**src/rtl/tx_com_idle_ser_if.sv**
```systemverilog
// rtl/tx_com_idle_ser_if.sv - byte-side handshake and serial-line bundle for tx_com_idle_ser
//
// Signals:
//    data_in    [7:0]  byte to transmit (source -> serializer)
//    valid_in          data_in is valid (source -> serializer)
//    ready_out         serializer takes data_in at this edge if valid_in is high
//    data_out          registered serial bit, MSB first
//    sym_start         high while data_out carries bit 7 of a symbol
//    active_tx         training burst complete, data may flow
//    idle_count [7:0]  saturating count of IDLE fill slots (only with TX_IDLE_CNT_EN)
//
// Modports: master = byte source / line observer, slave = serializer.
interface tx_com_idle_ser_if;
   logic [7:0] data_in;
   logic       valid_in;
   logic       ready_out;
   logic       data_out;
   logic       sym_start;
   logic       active_tx;
`ifdef TX_IDLE_CNT_EN
   logic [7:0] idle_count;
`endif

   modport master (
      output data_in, valid_in,
      input  ready_out, data_out, sym_start, active_tx
`ifdef TX_IDLE_CNT_EN
      , input idle_count
`endif
   );

   modport slave (
      input  data_in, valid_in,
      output ready_out, data_out, sym_start, active_tx
`ifdef TX_IDLE_CNT_EN
      , output idle_count
`endif
   );
endinterface

```
**src/rtl/tx_com_idle_ser.sv**
```systemverilog
// rtl/tx_com_idle_ser.sv - single-lane COM-training / IDLE-filling transmit serializer
//
// After reset sends BC_COUNT COM symbols, then one IDLE that raises active_tx.
// From then on every 8-cycle symbol slot carries either an accepted data byte
// or IDLE, shifted out MSB first, one bit per clock.
//
// Ports:
//    clk     single clock, one serial bit per cycle
//    reset   asynchronous active-low reset
//    s_if    tx_com_idle_ser_if.slave: data_in/valid_in/ready_out byte handshake,
//            data_out/sym_start/active_tx serial line outputs
//
// Optional build macro TX_IDLE_CNT_EN adds s_if.idle_count, a saturating
// count of slots filled with IDLE (the training-exit IDLE included).
module tx_com_idle_ser #(
   parameter logic [7:0] COM      = 8'hBC,
   parameter logic [7:0] IDLE     = 8'h7C,
   parameter int         BC_COUNT = 4
) (
   input logic              clk,
   input logic              reset,
   tx_com_idle_ser_if.slave s_if
);

   localparam logic [3:0] LP_BC = 4'(BC_COUNT);

   typedef enum logic {
      ST_TRAIN,
      ST_ACTIVE
   } state_t;

   state_t     r_state;
   logic [7:0] r_shreg;
   logic [2:0] r_bit_cnt;
   logic [3:0] r_com_cnt;
   logic       r_data_out;
   logic       r_sym_start;
   logic       r_active_tx;

   logic       w_load;
   logic [7:0] w_sym;

   // A new symbol is chosen whenever the previous one has shifted its last bit.
   assign w_load = (r_bit_cnt == 3'd7);

   // Symbol chosen for the slot that starts at this edge.
   always_comb begin
      w_sym = IDLE;
      if (r_state == ST_TRAIN) begin
         if (r_com_cnt < LP_BC) begin
            w_sym = COM;
         end
      end else if (s_if.valid_in) begin
         w_sym = s_if.data_in;
      end
   end

   always_ff @(posedge clk or negedge reset) begin
      if (!reset) begin
         r_state     <= ST_TRAIN;
         r_shreg     <= 8'h00;
         r_bit_cnt   <= 3'd7;
         r_com_cnt   <= 4'd0;
         r_data_out  <= 1'b0;
         r_sym_start <= 1'b0;
         r_active_tx <= 1'b0;
      end else if (w_load) begin
         r_data_out  <= w_sym[7];
         r_shreg     <= {w_sym[6:0], 1'b0};
         r_bit_cnt   <= 3'd0;
         r_sym_start <= 1'b1;
         if (r_state == ST_TRAIN) begin
            if (r_com_cnt < LP_BC) begin
               r_com_cnt <= r_com_cnt + 4'd1;
            end else begin
               // Training-exit slot carries IDLE; com_cnt stays at BC_COUNT.
               r_state     <= ST_ACTIVE;
               r_active_tx <= 1'b1;
            end
         end
      end else begin
         r_data_out  <= r_shreg[7];
         r_shreg     <= {r_shreg[6:0], 1'b0};
         r_bit_cnt   <= r_bit_cnt + 3'd1;
         r_sym_start <= 1'b0;
      end
   end

`ifdef TX_IDLE_CNT_EN
   logic       w_fill;
   logic [7:0] r_idle_cnt;

   // IDLE is chosen on training exit, or in ACTIVE when nothing is offered.
   assign w_fill = (r_state == ST_TRAIN) ? (r_com_cnt >= LP_BC) : !s_if.valid_in;

   always_ff @(posedge clk or negedge reset) begin
      if (!reset) begin
         r_idle_cnt <= 8'h00;
      end else if (w_load && w_fill && (r_idle_cnt != 8'hFF)) begin
         r_idle_cnt <= r_idle_cnt + 8'd1;
      end
   end

   assign s_if.idle_count = r_idle_cnt;
`endif

   // Purely from registers: the source may look at ready before deciding valid.
   assign s_if.ready_out = (r_state == ST_ACTIVE) && w_load;
   assign s_if.data_out  = r_data_out;
   assign s_if.sym_start = r_sym_start;
   assign s_if.active_tx = r_active_tx;

endmodule

```
**src/flat_wrapper.sv**
```systemverilog
// flat-port wrapper written by rule: the top's interface ports become plain ports
module tx_com_idle_ser_flat 
#(
   parameter logic [7:0] COM      = 8'hBC,
   parameter logic [7:0] IDLE     = 8'h7C,
   parameter int         BC_COUNT = 4
)
  (clk, reset, s_if_data_in, s_if_valid_in, s_if_ready_out, s_if_data_out, s_if_sym_start, s_if_active_tx);
  tx_com_idle_ser_if s_if_i ();
  input logic clk;
  input logic reset;
  input wire logic [$bits(s_if_i.data_in)-1:0] s_if_data_in;
  input wire logic [$bits(s_if_i.valid_in)-1:0] s_if_valid_in;
  output wire logic [$bits(s_if_i.ready_out)-1:0] s_if_ready_out;
  output wire logic [$bits(s_if_i.data_out)-1:0] s_if_data_out;
  output wire logic [$bits(s_if_i.sym_start)-1:0] s_if_sym_start;
  output wire logic [$bits(s_if_i.active_tx)-1:0] s_if_active_tx;
  assign s_if_i.data_in = s_if_data_in;
  assign s_if_i.valid_in = s_if_valid_in;
  assign s_if_ready_out = s_if_i.ready_out;
  assign s_if_data_out = s_if_i.data_out;
  assign s_if_sym_start = s_if_i.sym_start;
  assign s_if_active_tx = s_if_i.active_tx;
  tx_com_idle_ser #(.COM(COM), .IDLE(IDLE), .BC_COUNT(BC_COUNT)) u_core (.clk(clk), .reset(reset), .s_if(s_if_i));
endmodule
```
**config.mk**
```make
export PLATFORM = sky130hd
export DESIGN_NAME = tx_com_idle_ser_flat
export DESIGN_NICKNAME = d
export VERILOG_FILES = /design/src/rtl/tx_com_idle_ser_if.sv /design/src/rtl/tx_com_idle_ser.sv /design/src/flat_wrapper.sv
export SDC_FILE = /design/constraint.sdc
export NUM_CORES = 1
export LEC_CHECK = 0
export CELL_PAD_IN_SITES_DETAIL_PLACEMENT = 1
export CELL_PAD_IN_SITES_GLOBAL_PLACEMENT = 1
export CORE_MARGIN = 2
export CORE_UTILIZATION = 41
export CTS_CLUSTER_DIAMETER = 40
export DETAILED_ROUTE_END_ITERATION = 6
export PLACE_DENSITY_LB_ADDON = 0.1
export SKIP_CTS_REPAIR_TIMING = 1
export SYNTH_ARGS = -nofsm -noshare
export SYNTH_HDL_FRONTEND = slang
export SYNTH_SLANG_ARGS = --single-unit
```
**constraint.sdc**
```tcl
create_clock -name clk -period 4.7 [get_ports clk]
set_input_delay 0.94 -clock clk [delete_from_list [all_inputs] [get_ports clk]]
set_output_delay 0.94 -clock clk [all_outputs]
set_load 0.1 [all_outputs]
```
# Word-level counts from Yosys, hierarchy flattened
# Cells that the tools add are included.
# totals
regBits	19
in_bits	11
out_inout_bits	4
word_cells	25
# op_classes
add_sub_neg	2
magnitude_cmp	1
n_eq_ne	1
mux	9
bitwise_logic	2
reduce_logical	3
# ops
cell	n
2-to-1 mux 8 bit	4
AND reduction 3 bit	2
adder 4 x 1 -> 4 bit (second input constant)	1
less-than comparator 4 x 3 -> 1 bit (second input constant)	1
2-to-1 mux 1 bit	4
adder 3 x 1 -> 3 bit (second input constant)	1
equality test 3 bit (second input constant)	1
2-to-1 mux 3 bit	1
NOT 1 bit	2
logical AND 1 bit	1

# Logic depth before layout (Yosys ltp)
# Gate-level depths: netlist of the first run.
# logic_depth
ltp_word	4
mapped_depth	6

# Worst setup path after synthesis of the first run
# No wires, ideal clock.
# synth_path
path_type	reg-to-output
start	register u_core.r_bit_cnt[0]
end	output port s_if_ready_out
t_arrival_ps	1625
setup_slack_ps	2135
path_stages_with_launch	6
n_path_buf	2
path_cell_list	dfstp_2 > ha_1 > ha_1 > buf_2 > buf_2 > and2_2
# synth_via
elab_chain_cells	2
# synth_rtl
item	line_no	text
start: declaration	tx_com_idle_ser.sv:34	logic [2:0] r_bit_cnt;
start signal: assignment	tx_com_idle_ser.sv:84	r_bit_cnt <= r_bit_cnt + 3'd1;
equality test 3 bit	tx_com_idle_ser.sv:44	assign w_load = (r_bit_cnt == 3'd7);
logical AND 1 bit	tx_com_idle_ser.sv:108	assign s_if.ready_out = (r_state == ST_ACTIVE) && w_load;
end: declaration	flat_wrapper.sv:14	output wire logic [$bits(s_if_i.ready_out)-1:0] s_if_ready_out;
# No other way between the ends.

# Final worst setup path of the first run
# Ends and elaborated chain as after synthesis.

==> flow_metrics.py, run 1 <==
metrics = {
    "critical_path": {
        "critical_path_depth": 4,
        "critical_path_class": "reg -> out",
        "cp-start-kind": "flop",
        "cpPeakStageDelay_ps": 540,
        "cp_top_family": "adder cells",
        "critPathMostFrequentCell": "ha_1",
        "end_kind": "primary output",
        "crit-reg2reg-launch": "u_core.r_bit_cnt[0]",
        "worstPathCellList": "ha_1 > ha_1 > and2_2 > buf_4",
        "cp_data_arrival_time_ps": 2040,
        "required_ps": 3760,
        "r2r_cells": 4,
        "cp_max_fo": 19,
        "critPathBufInv": 1,
        "reg2reg_slack_ps": 2750,
        "slowest_stage": "dfstp_2",
        "r2r_end": "u_core.r_shreg[7]",
    },
    "status": {
        "outcome": "completed",
    },
    "drt": {
        "wl_mm": 1.22,
        "drtIter0Drc": 0,
        "vias": 488,
        "vias_per_cell": 4.83,
        "post-route-drc-count": 0,
        "detail-route-antenna-nets": 0,
        "post_drt_wl_per_cell_um": 12.0,
        "firstDrtPassIters": 1,
    },
    "layout": {
        "fin_nets": 92,
        "drive_gt1_frac": 0.158,
        "layout_commonest_cell": "dfrtp_1",
        "fill_cells": 198,
        "layout_common_cells": "15 x dfrtp_1, 13 x clkdlybuf4s50_1, 7 x nor2_1",
        "layout-area-overhead-vs-synth_pct": 23.7,
        "n_antenna_cell": 0,
    },
    "clock_tree": {
        "cts_tree": "built",
        "cts_buffers": 3,
        "htreeDepth": 1,
        "cts-root-buf": "clkbuf_4",
        "clkTransAtPathRegs_ps": 100,
        "clock_sink_count": 18,
        "insertion_delay_ps": 290,
        "cts_max_path_buffers": 2,
    },
    "min_path": {
        "hold_path_end": "u_core.r_com_cnt[0]",
        "hold-path-cell-count": 1,
        "hold_path.class": "reg -> reg",
        "min_from": "u_core.r_com_cnt[0]",
    },
    "synthesis": {
        "synthesis.area_um2": 761,
        "yosysSeqAreaShare": 0.597,
        "synth_cells": 62,
        "syn_area_per_cell_um2": 12.3,
        "syn-num-nets": 77,
        "ys_warn_count": 0,
        "ys_types": 23,
        "ys_seq_elements": 18,
    },
    "global_routing": {
        "grt_pass1_vias": 490,
        "grt_pass1_wl_mm": 2.15,
        "grt_max_degree": 20,
        "grt_util_all_layers": 0.143,
        "grt-ovfl-total": 0,
        "antenna_found_initial": 0,
    },
    "power": {
        "power_density_nw_per_um2": 291,
        "ir_drop_mv": 0.165,
        "p_leak_nw": 0.419,
    },
    "timing": {
        "fin_ws_ps": 1720,
        "rsz0062_at_grt": "false",
        "hold_viol_final": 0,
        "setup_tns_ps": 0,
        "post-route-min-period_ps": 2980,
        "finalSetupViolations": 0,
        "slew_viol_final": 0,
        "hold_ws_ps": 486,
        "finalCritPeriodShare": 0.635,
        "final.setup_skew_ps": 3.23,
        "worst_pin_slew_ps": 966,
        "fmax_ghz": 0.335,
        "slew_headroom": 0.354,
    },
    "floorplanning": {
        "dieWidth_um": 47.1,
        "start_util": 0.441,
        "rows": 15,
        "die_h_um": 47.1,
        "die-area_um2": 2220,
        "coreArea_um2": 1730,
        "ioPinCount": 15,
    },
    "placement": {
        "pre_cts_ws_ps": 2010,
        "place_congestion": 0.662,
        "io_buffer_count": 14,
        "dp_hpwl_um": 862,
    },
    "run": {
        "maxCapViolCount": 0,
    },
}
[Yosys cell counts (all sizes together)]
library cell / number / area [um2]
and2: 2 / 16.3
nor2b: 2 / 12.5
o21bai: 2 / 15.0
a311o: 1 / 10.0
nor4b: 2 / 32.5
dfrtp: 15 / 375
inv: 6 / 22.5
a311oi: 1 / 8.76
nand2b: 3 / 18.8
mux2: 1 / 11.3
buf: 3 / 21.3
dfstp: 3 / 78.8
nand4: 1 / 6.26
nor2: 7 / 26.3
a31oi: 4 / 25.0
o21ai: 2 / 10.0
and3: 1 / 7.51
clkbuf: 1 / 3.75
xor2: 1 / 8.76
ha: 4 / 50.1
[registers in the layout (all words and copies together), names as in the netlist]
| signal | count |
|---|---|
| u_core.s_if.data_out | 1 |
| u_core.r_com_cnt | 4 |
| u_core.r_state | 1 |
| u_core.s_if.sym_start | 1 |
| u_core.s_if.active_tx | 1 |
| u_core.r_shreg | 7 |
| u_core.r_bit_cnt | 3 |
[per-stage QoR]
stage | instance area [um2] | utilization | cells | total power [mW]
after floorplan | 761 | - | 62 | 0.170
after global placement | 905 | 0.524 | 97 | 0.182
after detailed placement | 905 | 0.524 | 97 | 0.182
after CTS | 941 | 0.545 | 101 | 0.279
after global routing | 941 | 0.545 | 101 | 0.287
final | 941 | 0.545 | 101 | 0.274
[metal layers]
metal / vias to the layer above / part of all wire / global-route usage
met5: - / 0 / 0
met4: 0 / 0.0082 / 0.100
met3: 2 / 0.035 / 0.0231
met2: 9 / 0.47 / 0.203
met1: 244 / 0.48 / 0.200
li1: 233 / - / -
[worst max path at each step]
| stage | start | endpoint | slack, ps |
|---|---|---|---|
| floorplan | u_core.r_bit_cnt[0] | s_if_ready_out | 2140 |
| global placement | u_core.r_bit_cnt[0] | s_if_ready_out | 2060 |
| detailed placement | u_core.r_bit_cnt[0] | s_if_ready_out | 2010 |
| CTS | u_core.r_bit_cnt[0] | s_if_ready_out | 1680 |
| global route | u_core.r_bit_cnt[0] | s_if_ready_out | 1550 |
| finish | u_core.r_bit_cnt[0] | s_if_ready_out | 1720 |
[cells by family after synthesis]
group                    synth area share
multiplexers                       0.0148
buffers and inverters              0.0625
AND/OR/NAND/NOR                     0.158
flip-flops                          0.597
XOR/XNOR                           0.0115
AO/OA/AOI/OAI                      0.0905
adder cells (fa/ha/maj)            0.0658
[power by group]
part	internal [mW]	switching (mW)
registers	0.158	0.000727
clock network	0.0471	0.0475
logic	0.0104	0.00997
total	0.215	0.0582
[cell type report]
cell class	instances	area (um2)	area share
Sequential cell	18	454	0.483
Tap cell	25	31.3	0.0332
Inverter	6	22.5	0.0239
Timing Repair Buffer	14	138	0.146
Multi-Input combinational cell	34	259	0.275
Clock buffer	4	36.3	0.0386
Power figures use the tool's default switching activity.
==> run 2, diff against run 1 <==
CORE_UTILIZATION = 38   (was 41)
clock period = 2.9 ns   (was 4.7 ns; I/O delays follow)
==> run 2 against run 1 <==
Against the previous run:
- routed wire length is 13% higher
- clock-buffer cell count stayed put
- clock power is 33% higher
- via count is 1.2% higher
- critical endpoint unchanged
- power is 52% higher
- critical path depth stayed put
- core utilization is 5.3 points lower
- sequential share of layout area is 0.26 points lower
- non-clock buffer count is 1 higher
- setup slack worse by 900 ps
- global-route usage is 0.63 points lower
- critical path type unchanged
- sequential power is 62% higher
- highest routed layer unchanged
==> flow_metrics.py, run 2 (synthesis gave the netlist of run 1 again) <==
metrics = {
    "min_path": {
        "hold_path_end": "u_core.s_if.active_tx",
        "hold_path.class": "reg -> reg",
        "hold-path-cell-count": 1,
        "min_from": "u_core.s_if.active_tx",
    },
    "critical_path": {
        "cp_max_fo": 2,
        "cpPeakStageDelay_ps": 540,
        "required_ps": 2320,
        "crit-reg2reg-launch": "u_core.r_bit_cnt[0]",
        "end_kind": "primary output",
        "r2r_cells": 5,
        "cp-start-kind": "flop",
        "reg2reg_slack_ps": 1110,
        "r2r_end": "u_core.s_if.data_out",
        "cp_data_arrival_time_ps": 1500,
        "slowest_stage": "dfstp_2",
        "critPathMostFrequentCell": "ha_1",
        "worstPathCellList": "ha_1 > ha_1 > and2_2 > buf_12",
        "critical_path_class": "reg -> out",
    },
    "clock_tree": {
        "cts-root-buf": "clkbuf_4",
        "cts_buffers": 3,
        "cts_tree": "built",
        "htreeDepth": 1,
        "clkTransAtPathRegs_ps": 100,
        "insertion_delay_ps": 290,
        "clock_sink_count": 18,
        "cts_max_path_buffers": 2,
    },
    "layout": {
        "reg_top3": "u_core.r_shreg: 7 flops, u_core.r_com_cnt: 4 flops, u_core.r_bit_cnt: 3 flops",
        "finalNonFillerCells": 104,
        "n_antenna_cell": 0,
        "largest_reg_flops": 7,
        "design_area_um2": 946,
        "layout_commonest_cell": "dfrtp_1",
        "fin_nets": 93,
        "multi_input_area_um2": 259,
        "regArea_um2": 454,
        "top_register": "u_core.r_shreg",
        "fill_cells": 221,
        "layout-area-overhead-vs-synth_pct": 24.3,
        "drive_gt1_frac": 0.195,
        "layout_common_cells": "15 x dfrtp_1, 10 x clkdlybuf4s50_1, 7 x nor2_1",
    },
    "global_routing": {
        "antenna_found_initial": 0,
        "grt-ovfl-total": 0,
        "grt_pass1_vias": 483,
        "grt_util_all_layers": 0.137,
        "grt_max_degree": 19,
        "grt_pass1_wl_mm": 2.42,
    },
    "status": {
        "outcome": "completed",
    },
    "timing": {
        "final.setup_skew_ps": 7.26,
        "worst_pin_slew_ps": 771,
        "hold_viol_final": 0,
        "fmax_ghz": 0.480,
        "setup_tns_ps": 0,
        "rsz0062_at_grt": "false",
        "slew_headroom": 0.485,
        "post-route-min-period_ps": 2080,
        "finalCritPeriodShare": 0.718,
        "slew_viol_final": 0,
        "finalSetupViolations": 0,
    },
    "drt": {
        "wl_mm": 1.37,
        "post-route-drc-count": 0,
        "firstDrtPassIters": 2,
        "detail-route-antenna-nets": 0,
        "post_drt_wl_per_cell_um": 13.2,
        "drtIter0Drc": 1,
        "vias": 494,
        "vias_per_cell": 4.75,
    },
    "run": {
        "maxCapViolCount": 0,
    },
    "placement": {
        "io_buffer_count": 14,
        "dp_hpwl_mm": 1.01,
        "place_congestion": 0.647,
        "place_inst": 100,
        "dpl-instance-area_um2": 920,
    },
    "floorplanning": {
        "die-area_um2": 2380,
        "die_h_um": 48.7,
        "dieWidth_um": 48.7,
        "start_util": 0.396,
        "coreArea_um2": 1920,
        "rows": 16,
        "ioPinCount": 15,
    },
    "power": {
        "p_leak_nw": 0.423,
        "power_density_nw_per_um2": 440,
        "ir_drop_mv": 0.290,
    },
}
## run 2: metal layers
metal  up-vias  track usage  share of wire
li1        235            -              -
met1       246        0.186           0.46
met2        11        0.205           0.47
met3         2       0.0586          0.064
met4         0       0.0286         0.0058
met5         -            0              0
## run 2: final cells by class
type / instances / share of cell area
clock buffer: 4 / 0.0278
tap: 27 / 0.0357
sequential: 18 / 0.480
timing repair buffer: 15 / 0.159
inverter: 6 / 0.0238
multi-input combinational: 34 / 0.274
## run 2: through the flow
stage | util | setup slack, ps | power [mW] | hold slack [ps]
global route | 0.492 | 732 | 0.441 | 504
detailed placement | 0.479 | 1130 | 0.296 | 467
global placement | 0.479 | 1140 | 0.296 | 466
floorplan | - | 695 | 0.276 | 284
CTS | 0.492 | 791 | 0.425 | 488
finish | 0.492 | 819 | 0.416 | 484
## run 2: worst max-delay path by stage
stage	from	to	slack, ps	cells past startpoint
4_1_cts	u_core.r_bit_cnt[0]	s_if_ready_out	790	4
3_3_place_gp	u_core.r_bit_cnt[0]	s_if_ready_out	1140	4
6_report	u_core.r_bit_cnt[0]	s_if_ready_out	820	4
3_5_place_dp	u_core.r_bit_cnt[0]	s_if_ready_out	1130	4
5_1_grt	u_core.r_bit_cnt[0]	s_if_ready_out	730	4
2_1_floorplan	u_core.r_bit_cnt[0]	s_if_ready_out	700	5
## run 2: critical path, delay by kind of cell (launching register included)
kind,cells,cell delay [ps]
adders and majority gates,2,320
and+or+nand+nor,1,170
buffers and inverters,1,170
DFF,1,540
## run 2: power by group
part           switching, mW  internal (mW)  total, mW
registers            0.00120          0.256      0.257
logic                 0.0166         0.0167     0.0333
clock network         0.0727         0.0535      0.126
total                 0.0904          0.326      0.416
==> run 3, diff against run 2 <==
CORE_UTILIZATION = 35   (was 38)
clock period = 1.8 ns   (was 2.9 ns; I/O delays follow)
==> run 3 against run 2 <==
Against the previous run:
- combinational power grew 74%
- hold slack lost 99 ps
- clock-buffer cell count is the same
- power grew 74%
- sequential cell count is the same
- register-to-register slack lost 1000 ps
- die area grew 7.9%
- critical endpoint unchanged
- the flow now finishes with violations (setup timing)
- largest power group unchanged
==> flow_metrics.py, run 3 (synthesis gave the netlist of run 1 again) <==
metrics = {
    "timing": {
        "hold_viol_final": 0,
        "worst_pin_slew_ps": 463,
        "post-route-min-period_ps": 1840,
        "fin_ws_ps": -39.9,
        "slew_headroom": 0.687,
        "rsz0062_at_grt": "true",
        "fmax_ghz": 0.544,
        "slew_viol_final": 0,
        "final.setup_skew_ps": 2.91,
        "finalSetupViolations": 1,
        "finalCritPeriodShare": 1.02,
    },
    "drt": {
        "post-route-drc-count": 0,
        "vias_per_cell": 4.79,
        "routed.top_layer": "met4",
        "detail-route-antenna-nets": 0,
        "wl_mm": 1.42,
        "post_drt_wl_per_cell_um": 13.0,
        "firstDrtPassIters": 2,
        "dr_wl_met3_um": 32,
        "wl_met1_um": 653,
        "wl_met2_um": 712,
        "vias": 522,
        "drtIter0Drc": 1,
    },
    "floorplanning": {
        "dieWidth_um": 50.6,
        "rows": 16,
        "die-area_um2": 2560,
        "ioPinCount": 15,
        "coreArea_um2": 2000,
        "die_h_um": 50.6,
        "start_util": 0.380,
    },
    "power": {
        "ir_drop_mv": 0.417,
        "p_leak_nw": 0.469,
        "power_density_nw_per_um2": 685,
        "power_mw": 0.724,
    },
    "critical_path": {
        "crit-reg2reg-launch": "u_core.r_bit_cnt[0]",
        "slowest_stage": "dfstp_2",
        "end_kind": "primary output",
        "cpPeakStageDelay_ps": 570,
        "cp_data_arrival_time_ps": 1480,
        "r2r_cells": 4,
        "r2r_end": "u_core.r_com_cnt[1]",
        "critPathMostFrequentCell": "ha_4",
        "cp_max_fo": 4,
        "cp_top_family": "flip-flops",
        "critical_path_depth": 4,
        "reg2reg_slack_ps": 110,
        "required_ps": 1440,
        "critPathBufInv": 1,
        "critical_path_class": "reg -> out",
        "worstPathCellList": "ha_4 > ha_4 > and2_4 > buf_12",
        "cp-start-kind": "flop",
    },
    "layout": {
        "multi_input_area_um2": 285,
        "regArea_um2": 454,
        "fill_cells": 220,
        "n_antenna_cell": 0,
        "fin_nets": 98,
        "layout_commonest_cell": "dfrtp_1",
        "reg_top3": "u_core.r_shreg: 7 flops, u_core.r_com_cnt: 4 flops, u_core.r_bit_cnt: 3 flops",
        "drive_gt1_frac": 0.280,
        "finalNonFillerCells": 109,
        "layout-area-overhead-vs-synth_pct": 39.0,
        "largest_reg_flops": 7,
        "top_register": "u_core.r_shreg",
        "layout_common_cells": "15 x dfrtp_1, 10 x clkdlybuf4s50_1, 7 x nor2_1",
    },
    "clock_tree": {
        "clock_sink_count": 18,
        "cts-root-buf": "clkbuf_4",
        "clkTransAtPathRegs_ps": 100,
        "cts_tree": "built",
        "cts_max_path_buffers": 2,
        "htreeDepth": 1,
        "insertion_delay_ps": 300,
        "cts_buffers": 3,
    },
    "placement": {
        "place_inst": 103,
        "dp_hpwl_mm": 1.02,
        "io_buffer_count": 14,
        "place_congestion": 0.693,
        "pre_cts_ws_ps": 140,
    },
    "global_routing": {
        "grt_max_degree": 19,
        "grt_pass1_wl_mm": 2.32,
        "antenna_found_initial": 0,
        "grt_pass1_vias": 524,
        "grt-ovfl-total": 0,
        "grt_util_all_layers": 0.125,
    },
    "status": {
        "violations": "setup timing",
        "outcome": "complete, but fails checks",
    },
    "run": {
        "maxCapViolCount": 0,
    },
    "min_path": {
        "hold_path.class": "in -> async",
    },
}
run 3: per-stage QoR:
step                      utilization  hold slack (ps)  cell area (um2)  setup TNS (ps)
after global placement          0.490              462              981               0
after floorplan                     -             64.4              767               0
after global routing            0.528              383             1060           -92.4
after CTS                       0.508              391             1020            -171
final                           0.528              385             1060           -39.9
after detailed placement        0.490              475              981               0
run 3: cell type report:
class / instances / share of cell area
clock buffer: 4 / 0.0343
inverter: 6 / 0.0213
multi-input combinational: 34 / 0.270
sequential: 18 / 0.430
tap: 27 / 0.0320
timing repair buffer: 20 / 0.213
run 3: worst max path at each step:
stage                             start                   to  slack (ps)
detailed placement  u_core.r_bit_cnt[0]  u_core.r_com_cnt[1]         140
finish              u_core.r_bit_cnt[0]       s_if_ready_out         -40
floorplan           u_core.r_bit_cnt[0]       s_if_ready_out          30
CTS                 u_core.r_bit_cnt[0]       s_if_ready_out        -170
global placement    u_core.r_bit_cnt[0]  u_core.r_com_cnt[1]         150
global route        u_core.r_bit_cnt[0]       s_if_ready_out         -90
run 3: layer usage:
metal  GRT usage  vias up
met5           0        -
met2       0.202       10
li1            -      250
met3      0.0268        2
met1       0.156      260
met4      0.0676        0
run 3: power breakdown:
part	switching [mW]	total, mW	internal (mW)
logic	0.0268	0.0581	0.0313
clock network	0.127	0.251	0.123
registers	0.00287	0.415	0.412
total	0.157	0.724	0.567
